<file path="src/rtl/pwm_pkg.sv">
// Shared definitions for the PWM duty controller: the hold-FSM state encoding, parameter defaults
// and the saturating duty-step helper.
package pwm_pkg;

   typedef enum logic [1:0] {
      ST_IDLE     = 2'd0,
      ST_INC_HELD = 2'd1,
      ST_DEC_HELD = 2'd2,
      ST_BOTH     = 2'd3
   } hold_st_e;

   localparam int DEF_PERIOD    = 50;
   localparam int DEF_STEP      = 5;
   localparam int DEF_INIT_DUTY = 15;

   // Sum is formed 9 bits wide so a large step near 255 cannot wrap before the clamp.
   function automatic logic [7:0] step_duty(input logic [7:0] cur,
                                            input logic [7:0] step,
                                            input logic [7:0] limit,
                                            input logic       up);
      logic [8:0] sum;
      logic [7:0] res;
      sum = {1'b0, cur} + {1'b0, step};
      if (up) begin
         res = (sum > {1'b0, limit}) ? limit : sum[7:0];
      end else begin
         res = (cur < step) ? 8'd0 : (cur - step);
      end
      return res;
   endfunction

endpackage

</file>
<file path="src/rtl/pwm_duty_ctrl_if.sv">
// Button inputs and PWM status outputs of the duty controller, bundled for the top-level port.
// The DUT takes the slave view; the driver/observer takes the master view.
interface pwm_duty_ctrl_if;
   logic       inc;
   logic       dec;
   logic       pwm_out;
   logic [7:0] duty;
   logic [7:0] count;
   logic       period_start;
   logic       at_max;
   logic       at_min;

   modport slave (
      input  inc,
      input  dec,
      output pwm_out,
      output duty,
      output count,
      output period_start,
      output at_max,
      output at_min
   );

   modport master (
      output inc,
      output dec,
      input  pwm_out,
      input  duty,
      input  count,
      input  period_start,
      input  at_max,
      input  at_min
   );
endinterface

</file>
<file path="src/rtl/btn_debounce.sv">
// Raw active-low button -> 2-flop synchronizer -> level debouncer -> one-cycle press pulse.
// The press pulse is high in the first cycle the debounced level reads low; no backpressure.
module btn_debounce #(
   parameter int DEB_CYCLES = 16
) (
   input  logic clkin,
   input  logic reset,
   input  logic btn_n_i,
   output logic level_o,
   output logic press_o
);

   localparam int CW = (DEB_CYCLES > 1) ? $clog2(DEB_CYCLES) : 1;
   localparam logic [CW-1:0] CNT_LAST = CW'(DEB_CYCLES - 1);

   logic          sync1_q;
   logic          sync2_q;
   logic [CW-1:0] cnt_q;
   logic [CW-1:0] cnt_d;
   logic          level_q;
   logic          level_d;
   logic          level_prev_q;
   logic [1:0]    flush_q;
   logic          armed_q;
   logic          armed_d;

   always_ff @(posedge clkin or posedge reset) begin
      if (reset) begin
         sync1_q      <= 1'b1;
         sync2_q      <= 1'b1;
         cnt_q        <= '0;
         level_q      <= 1'b1;
         level_prev_q <= 1'b1;
         flush_q      <= 2'b00;
         armed_q      <= 1'b0;
      end else begin
         sync1_q      <= btn_n_i;
         sync2_q      <= sync1_q;
         cnt_q        <= cnt_d;
         level_q      <= level_d;
         level_prev_q <= level_q;
         flush_q      <= {flush_q[0], 1'b1};
         armed_q      <= armed_d;
      end
   end

   // cnt_q counts consecutive synchronized samples that disagree with the accepted level.
   always_comb begin
      cnt_d   = '0;
      level_d = level_q;
      if (sync2_q != level_q) begin
         if (cnt_q == CNT_LAST) begin
            level_d = sync2_q;
         end else begin
            cnt_d = cnt_q + 1'b1;
         end
      end
   end

   // A button held through reset must be seen released (with the synchronizer flushed) before
   // its next falling edge counts as a press.
   assign armed_d = armed_q | (flush_q[1] & sync2_q & level_q);

   assign press_o = armed_q & level_prev_q & ~level_q;
   assign level_o = level_q;

endmodule

</file>
<file path="src/rtl/pwm_duty_ctrl.sv">
// Button-driven PWM: debounced inc/dec step a saturating target duty, with hold-to-repeat.
// Applied duty changes only at a period boundary; pwm_out is registered and aligned with count.
module pwm_duty_ctrl
   import pwm_pkg::*;
#(
   parameter int PERIOD      = DEF_PERIOD,
   parameter int STEP        = DEF_STEP,
   parameter int INIT_DUTY   = DEF_INIT_DUTY,
   parameter int DEB_CYCLES  = 16,
   parameter int HOLD_CYCLES = 1024,
   parameter int RPT_CYCLES  = 256
) (
   input  logic           clkin,
   input  logic           reset,
   pwm_duty_ctrl_if.slave bus
);

   localparam logic [7:0] PER_LAST = 8'(PERIOD - 1);
   localparam logic [7:0] PER_MAX  = 8'(PERIOD);
   localparam logic [7:0] STEP_V   = 8'(STEP);
   localparam logic [7:0] INIT_V   = 8'(INIT_DUTY);
   localparam int RC_MAX = (HOLD_CYCLES > RPT_CYCLES) ? HOLD_CYCLES : RPT_CYCLES;
   localparam int RCW    = $clog2(RC_MAX + 1);
   localparam logic [RCW-1:0] HOLD_V = RCW'(HOLD_CYCLES);
   localparam logic [RCW-1:0] RPT_V  = RCW'(RPT_CYCLES);

   logic           inc_lvl;
   logic           inc_press;
   logic           dec_lvl;
   logic           dec_press;

   hold_st_e       state_q;
   hold_st_e       state_d;
   logic [RCW-1:0] rpt_cnt_q;
   logic [RCW-1:0] rpt_cnt_d;
   logic           rpt_ph_q;
   logic           rpt_ph_d;
   logic           ev_up;
   logic           ev_dn;

   logic [7:0]     count_q;
   logic [7:0]     count_d;
   logic [7:0]     tgt_q;
   logic [7:0]     tgt_d;
   logic [7:0]     duty_q;
   logic [7:0]     duty_d;
   logic           pwm_q;
   logic           pwm_d;

   logic           held_inc;
   logic           other_press;
   logic           held_rel;
   logic [RCW-1:0] rpt_lim;

   btn_debounce #(.DEB_CYCLES(DEB_CYCLES)) u_inc_deb (
      .clkin   (clkin),
      .reset   (reset),
      .btn_n_i (bus.inc),
      .level_o (inc_lvl),
      .press_o (inc_press)
   );

   btn_debounce #(.DEB_CYCLES(DEB_CYCLES)) u_dec_deb (
      .clkin   (clkin),
      .reset   (reset),
      .btn_n_i (bus.dec),
      .level_o (dec_lvl),
      .press_o (dec_press)
   );

   assign held_inc    = (state_q == ST_INC_HELD);
   assign other_press = held_inc ? dec_press : inc_press;
   assign held_rel    = held_inc ? inc_lvl : dec_lvl;
   assign rpt_lim     = rpt_ph_q ? RPT_V : HOLD_V;

   always_ff @(posedge clkin or posedge reset) begin
      if (reset) begin
         state_q   <= ST_IDLE;
         rpt_cnt_q <= '0;
         rpt_ph_q  <= 1'b0;
      end else begin
         state_q   <= state_d;
         rpt_cnt_q <= rpt_cnt_d;
         rpt_ph_q  <= rpt_ph_d;
      end
   end

   // rpt_cnt_q holds the number of cycles since the press (or since the last repeat) while held.
   always_comb begin
      state_d   = state_q;
      rpt_cnt_d = rpt_cnt_q;
      rpt_ph_d  = rpt_ph_q;
      ev_up     = 1'b0;
      ev_dn     = 1'b0;
      case (state_q)
         ST_IDLE: begin
            rpt_cnt_d = RCW'(1);
            rpt_ph_d  = 1'b0;
            if (inc_press && dec_press) begin
               state_d = ST_BOTH;
            end else if (inc_press) begin
               state_d = ST_INC_HELD;
               ev_up   = 1'b1;
            end else if (dec_press) begin
               state_d = ST_DEC_HELD;
               ev_dn   = 1'b1;
            end
         end
         ST_INC_HELD, ST_DEC_HELD: begin
            if (other_press) begin
               state_d = ST_BOTH;
            end else if (held_rel) begin
               state_d = ST_IDLE;
            end else if (rpt_cnt_q == rpt_lim) begin
               rpt_cnt_d = RCW'(1);
               rpt_ph_d  = 1'b1;
               ev_up     = held_inc;
               ev_dn     = ~held_inc;
            end else begin
               rpt_cnt_d = rpt_cnt_q + 1'b1;
            end
         end
         ST_BOTH: begin
            if (inc_lvl && dec_lvl) begin
               state_d = ST_IDLE;
            end
         end
         default: begin
            state_d = ST_IDLE;
         end
      endcase
   end

   always_comb begin
      tgt_d = tgt_q;
      if (ev_up) begin
         tgt_d = step_duty(tgt_q, STEP_V, PER_MAX, 1'b1);
      end else if (ev_dn) begin
         tgt_d = step_duty(tgt_q, STEP_V, PER_MAX, 1'b0);
      end
      count_d = (count_q == PER_LAST) ? 8'd0 : (count_q + 8'd1);
      duty_d  = (count_q == PER_LAST) ? tgt_q : duty_q;
      pwm_d   = (count_d < duty_d);
   end

   always_ff @(posedge clkin or posedge reset) begin
      if (reset) begin
         count_q <= 8'd0;
         tgt_q   <= INIT_V;
         duty_q  <= INIT_V;
         pwm_q   <= (INIT_V != 8'd0);
      end else begin
         count_q <= count_d;
         tgt_q   <= tgt_d;
         duty_q  <= duty_d;
         pwm_q   <= pwm_d;
      end
   end

   assign bus.pwm_out      = pwm_q;
   assign bus.duty         = duty_q;
   assign bus.count        = count_q;
   assign bus.period_start = (count_q == 8'd0);
   assign bus.at_max       = (tgt_q == PER_MAX);
   assign bus.at_min       = (tgt_q == 8'd0);

endmodule

</file>
<file path="src/flat_wrapper.sv">
// flat-port wrapper written by rule: the top's interface ports become plain ports
module pwm_duty_ctrl_flat import pwm_pkg::*;
#(
   parameter int PERIOD      = DEF_PERIOD,
   parameter int STEP        = DEF_STEP,
   parameter int INIT_DUTY   = DEF_INIT_DUTY,
   parameter int DEB_CYCLES  = 16,
   parameter int HOLD_CYCLES = 1024,
   parameter int RPT_CYCLES  = 256
)
  (clkin, reset, bus_inc, bus_dec, bus_pwm_out, bus_duty, bus_count, bus_period_start, bus_at_max, bus_at_min);
  pwm_duty_ctrl_if bus_i ();
  input  logic clkin;
  input  logic reset;
  input wire logic [$bits(bus_i.inc)-1:0] bus_inc;
  input wire logic [$bits(bus_i.dec)-1:0] bus_dec;
  output wire logic [$bits(bus_i.pwm_out)-1:0] bus_pwm_out;
  output wire logic [$bits(bus_i.duty)-1:0] bus_duty;
  output wire logic [$bits(bus_i.count)-1:0] bus_count;
  output wire logic [$bits(bus_i.period_start)-1:0] bus_period_start;
  output wire logic [$bits(bus_i.at_max)-1:0] bus_at_max;
  output wire logic [$bits(bus_i.at_min)-1:0] bus_at_min;
  assign bus_i.inc = bus_inc;
  assign bus_i.dec = bus_dec;
  assign bus_pwm_out = bus_i.pwm_out;
  assign bus_duty = bus_i.duty;
  assign bus_count = bus_i.count;
  assign bus_period_start = bus_i.period_start;
  assign bus_at_max = bus_i.at_max;
  assign bus_at_min = bus_i.at_min;
  pwm_duty_ctrl #(.PERIOD(PERIOD), .STEP(STEP), .INIT_DUTY(INIT_DUTY), .DEB_CYCLES(DEB_CYCLES), .HOLD_CYCLES(HOLD_CYCLES), .RPT_CYCLES(RPT_CYCLES)) u_core (.clkin(clkin), .reset(reset), .bus(bus_i));
endmodule
</file>
<file path="config.mk">
export PLATFORM = sky130hd
export DESIGN_NAME = pwm_duty_ctrl_flat
export DESIGN_NICKNAME = d
export VERILOG_FILES = /design/src/rtl/pwm_pkg.sv /design/src/rtl/pwm_duty_ctrl_if.sv /design/src/rtl/btn_debounce.sv /design/src/rtl/pwm_duty_ctrl.sv /design/src/flat_wrapper.sv
export SDC_FILE = /design/constraint.sdc
export NUM_CORES = 1
export LEC_CHECK = 0
export ABC_AREA = 1
export CAP_MARGIN = 20
export CORE_MARGIN = 1
export CORE_UTILIZATION = 47
export CTS_CLUSTER_DIAMETER = 150
export CTS_CLUSTER_SIZE = 25
export DETAILED_ROUTE_END_ITERATION = 8
export HOLD_SLACK_MARGIN = 0.06
export PLACE_DENSITY = 0.71
export SLEW_MARGIN = 20
export SYNTH_ARGS = -nofsm -noshare
export SYNTH_HDL_FRONTEND = slang
export SYNTH_SLANG_ARGS = --single-unit
</file>
<file path="constraint.sdc">
create_clock -name clkin -period 3.2 [get_ports clkin]
set_clock_uncertainty 0.2 [all_clocks]
set_input_delay 0.64 -clock clkin [delete_from_list [all_inputs] [get_ports clkin]]
set_output_delay 0.64 -clock clkin [all_outputs]
set_load 0.05 [all_outputs]
</file>
* Word-level counts from Yosys, hierarchy flattened
Cells that the tools add are included.
** Word-level totals
- Register bits after elaboration :: 61
- Latch bits :: 0
- Bits in writable memories :: 0
- ROM bits :: 0
- Word-level logic and storage cells :: 113
- Memories kept :: 0
** Operators by class
- Add/subtract/negate cells :: 6
- $mul :: 0
- Divide/modulo/power cells :: 0
- Magnitude comparators :: 3
- Equality and inequality tests :: 16
- Shifts and indexed selects :: 0
- Multiplexer cells :: 41
- Bitwise operators :: 13
- Reductions and logical operators :: 13
** Operator list (count)
- $mux W8 :: 6
- $mux W11 :: 4
- $pmux W11 S2 :: 1
- $eq A8 B6 Y1 const B :: 2
- $logic_not A8 Y1 :: 2
- $mux W1 :: 16
- $mux W4 :: 4
- $mux W2 :: 6
- $add A11 B1 Y11 const B :: 1
- $eq A11 B11 Y1 :: 1
- $add A8 B3 Y9 const B :: 1
- $gt A9 B6 Y1 const B :: 1
- $add A4 B1 Y4 const B :: 2
- $add A8 B1 Y8 const B :: 1
- $and A1 B1 Y1 :: 8
- $eq A4 B4 Y1 const B :: 2
- $lt A8 B3 Y1 const B :: 1
- $lt A8 B8 Y1 :: 1
- $sub A8 B3 Y8 const B :: 1
- $pmux W1 S2 :: 3
- $pmux W2 S3 :: 1
- $reduce_and A3 Y1 :: 2
- $eq A2 B2 Y1 const B :: 2
- $ne A2 B1 Y1 const B :: 2
- other kinds (13) :: 21

* Depth between registers and ports, before layout
- Depth in word-level cells :: 8
- Gate-level depth with buffers :: 14

* By module
From an unflattened synthesis, not the netlist that was laid out.
** Unflattened totals
- Cell total of the unflattened synthesis :: 478
- Area total of the unflattened synthesis :: 3667.3 µm²
** By module, submodules not included
- pwm_duty_ctrl :: instances 1, cells an instance 400, area each 2811.4 µm², sequential area each 987.2 µm²
- btn_debounce :: instances 2, cells an instance 39, area each 427.9 µm², sequential area each 280.3 µm²

* Worst setup path after synthesis
Ideal clock, no wire load.
- Path kind :: flip-flop to output port
- From :: register u_core.count_q[0] (netlist: u_core.bus.count[0])
- To :: output port bus_period_start
- Arrival time :: 2.390 ns
- Required time :: 2.360 ns
- Slack :: -0.030 ns
- Stages on the path, launching flop included :: 5
- Buffers on the path :: 0
- Cells stage by stage :: dfrtp_1 > inv_1 > ha_1 > inv_1 > nor4_1
** Between the ends
- Word-level cells in the longest chain between the ends :: 1
** RTL lines
- start: declaration :: RTL line pwm_duty_ctrl.sv:41 : logic [7:0] count_q;
- start signal: assignment :: RTL line pwm_duty_ctrl.sv:153 : count_q <= count_d;
- $logic_not A8 Y1 :: RTL line pwm_duty_ctrl.sv:163 : assign bus.period_start = (count_q == 8'd0);
- end: declaration :: RTL line flat_wrapper.sv:20 : output wire logic [$bits(bus_i.period_start)-1:0] bus_period_start;
No other way between the ends.

* Worst setup path in the final report
- From :: register u_core.tgt_q[1]
- To :: output port bus_at_max
** Between the ends
- Word-level cells in the longest chain between the ends :: 1
** RTL lines
- start: declaration :: RTL line pwm_duty_ctrl.sv:43 : logic [7:0] tgt_q;
- start signal: assignment :: RTL line pwm_duty_ctrl.sv:154 : tgt_q <= tgt_d;
- $eq A8 B6 Y1 :: RTL line pwm_duty_ctrl.sv:164 : assign bus.at_max = (tgt_q == PER_MAX);
- end: declaration :: RTL line flat_wrapper.sv:21 : output wire logic [$bits(bus_i.at_max)-1:0] bus_at_max;
No other way between the ends.

==> results_dict.tcl <==
set metrics [dict create \
    cts.repair.resized 0 \
    setup_tns_ns 0 \
    vias_per_cell 4.94 \
    slew_headroom_pct 56.7 \
    grt_first_pass_wirelength_mm 11.9 \
    antenna_left 0 \
    maxCapViolCount 0 \
    cts_tree "yes" \
    regArea_sq_um 1500 \
    slew_viol_final 0 \
    die_x_um 88.8 \
    synth_area_leader_cell "dfrtp_1" \
    htree_num_levels 3 \
    hold_viol_final 0 \
    gp_congestion 0.870 \
    yosysTopAreaCellShare_pct 29.7 \
    rows 31 \
    setup.worst_path.class "flip-flop to output port" \
    crit_path_max_incr_delay_ns 0.82 \
    wl_per_cell_um 12.0 \
    async_reset_ff_share_pct 100 \
    clock-sinks 59 \
    power_density_nw_per_um2 434 \
    grt.overflow.total 0 \
    r2r_end "u_core.bus.pwm_out" \
    area_growth_pct 14.9 \
    synth_cells 452 \
    end_kind "output port" \
    cpMaxStageDelayCell "clkdlybuf4s50_1" \
    start_util_pct 48.8 \
    post-route-drc-count 0 \
    finalWirelength_mm 7.04 \
    holdCritPathClass "flip-flop to flip-flop" \
    outcome "finished, final reports clean" \
    numPortBuffers 23 \
    worstPathRequired_ns 2.36 \
    placedCellCount 571 \
    reg2regPathDepth 9 \
    tightest_slew_ns 0.649 \
    path_clk_slew_ns 0.07 \
    die_y_um 88.8 \
    hpwl_mm 5.25 \
    core_sq_um 7250 \
    ys_types 37 \
    min_path_cells 0 \
    clockBufferDepth 2 \
    grt_max_degree 23 \
    synth-edff-count 0 \
    clkLatencyLatePin_ns 0.34 \
    track_usage_pct 19.9 \
    fill_cells 697 \
    cts_buffers 9 \
    min_to "u_core.u_inc_deb.sync2_q" \
    r2r_slack_ns 0.69 \
    drive_above_1_share_pct 13.5 \
    synthFlopType "dfrtp_1" \
    cts_hold_buffers 0 \
    setup_viol_count_final 0 \
    cts_root_buffer "clkbuf_8" \
    syn_area_sq_um 3540 \
    crit_path_max_fanout 7 \
    dr.pass1.iters 4 \
    rsz0062_at_grt "no" \
    path_cells "ha_1 -> nand3_1 -> nor3_1 -> clkdlybuf4s50_1" \
    synth_warnings 0 \
    antenna_found_initial 0 \
    crit_family "buffers and inverters" \
    syn_avg_cell_area_sq_um 7.83 \
    cp.arrival_ns 2.11 \
    synthTopCellsByArea "dfrtp_1 30%, dfstp_2 13%, nand2_1 11%" \
    fmax_mhz 339 \
    grt_pass1_vias 2674 \
    ios 24 \
    diodes 0 \
    ir_drop_mv 0.260 \
    stdcell_count 587 \
    num-nets-final 511 \
    min_from "u_core.u_inc_deb.sync1_q" \
    timing.critical_path.buf_inv 1 \
    post-cts-setup-buffers 0 \
    synth.most_common_cell "nand2_1" \
    multi_input_area_sq_um 1730 \
    syn_nets 480 \
    post-route-period-util_pct 92.2 \
    leakage_uw 0.00209 \
    die_area_sq_um 7880 \
    postSynthRegisterBits 59 \
    ys_seq_area_share_pct 42.3 \
    r2r-start "u_core.bus.count[1]" \
    vias 2900 \
    period_minus_slack_ns 2.95 \
    drtIter0Drc 104 \
    cp-start-kind "flip-flop" \
    synthTopCellsByCount "102 x nand2_1, 65 x inv_1, 48 x nor2_1, 42 x dfrtp_1, 36 x nand3_1" \
]
metal layers:
metal	vias up	part of all wire, %	GRT usage, %
li1	1506	-	-
met2	33	47	31.7
met3	9	2.2	3.26
met4	0	1.5	9.09
met1	1352	49	26.6
met5	-	0	0
per-stage QoR:
step	hold WS [ns]	power, uW	worst slack, ns	area (sq um)	utilization (%)
2_1_floorplan	0.131	1030	0.536	3540	-
3_3_place_gp	0.134	1080	0.631	3870	53.4
3_5_place_dp	0.143	1100	0.607	3870	53.4
4_1_cts	0.157	1780	0.228	4060	56.0
5_1_grt	0.161	1850	0.135	4060	56.0
6_report	0.156	1760	0.250	4060	56.0
flip-flops by register name, indices dropped and copies added, names as in the netlist, 2 cells and up:
signal,cells
u_core.bus.duty,8
u_core.state_q,2
u_core.u_inc_deb.cnt_q,4
u_core.u_dec_deb.cnt_q,4
u_core.rpt_cnt_q,11
u_core.tgt_q,8
u_core.bus.count,8
power by group:
| group | switching [uW] | total [uW] | internal, uW |
|---|---|---|---|
| Clock | 314 | 675 | 361 |
| Sequential | 28.3 | 812 | 783 |
| Combinational | 181 | 274 | 93.5 |
logic make-up after synthesis:
| kind of cell | Yosys count | synth area share (%) |
|---|---|---|
| xor gates and xnor gates | 6 | 1.49 |
| other | 1 | 0.106 |
| buffers and inverters | 78 | 9.02 |
| AOI/OAI and AO/OA | 57 | 8.95 |
| DFF | 59 | 42.3 |
| and+or+nand+nor | 227 | 29.6 |
| adders and majority gates | 24 | 8.49 |
final cells by class:
class / instances / area share (%)
inverter: 73 / 6.81
sequential: 59 / 36.9
clock buffer: 10 / 3.14
clock inverter: 6 / 1.60
timing repair buffer: 25 / 6.04
tap: 99 / 3.05
multi-input combinational: 315 / 42.5
worst register-to-register path: cells and delay by family, from the launching register on:
| kind | cells | cell delay [ns] |
|---|---|---|
| compound gates | 4 | 0.60 |
| simple gates | 2 | 0.65 |
| fa+ha+maj | 2 | 0.49 |
| buf+inv | 1 | 0.08 |
| flops | 1 | 0.41 |
placed cells by master (no fill, tap or decap), types with 3 or more instances in the layout:
cell | synthesis | layout
nand2_2 | 8 | 8
nand2_4 | 3 | 3
nand3_1 | 36 | 36
nor2_2 | 4 | 4
clkdlybuf4s50_1 | 0 | 23
xor2_1 | 6 | 6
nor2_4 | 3 | 3
clkbuf_8 | 0 | 9
nand2_1 | 102 | 102
ha_1 | 24 | 24
nand4_1 | 7 | 7
dfrtp_1 | 42 | 42
a21oi_1 | 19 | 19
nor3_1 | 8 | 8
inv_1 | 65 | 64
dfstp_2 | 17 | 17
o21ai_1 | 6 | 6
o21ai_0 | 23 | 23
nor2_1 | 48 | 48
inv_2 | 6 | 7
worst max-delay path by stage:
stage / start / endpoint / slack (ns) / cells after the start
floorplan: u_core.bus.count[0] / bus_period_start / 0.54 / 4
global placement: u_core.tgt_q[1] / bus_at_max / 0.63 / 4
detailed placement: u_core.tgt_q[1] / bus_at_max / 0.61 / 4
CTS: u_core.tgt_q[1] / bus_at_max / 0.23 / 4
global route: u_core.tgt_q[1] / bus_at_max / 0.13 / 4
finish: u_core.tgt_q[1] / bus_at_max / 0.25 / 4
Power figures use the tool's default switching activity.
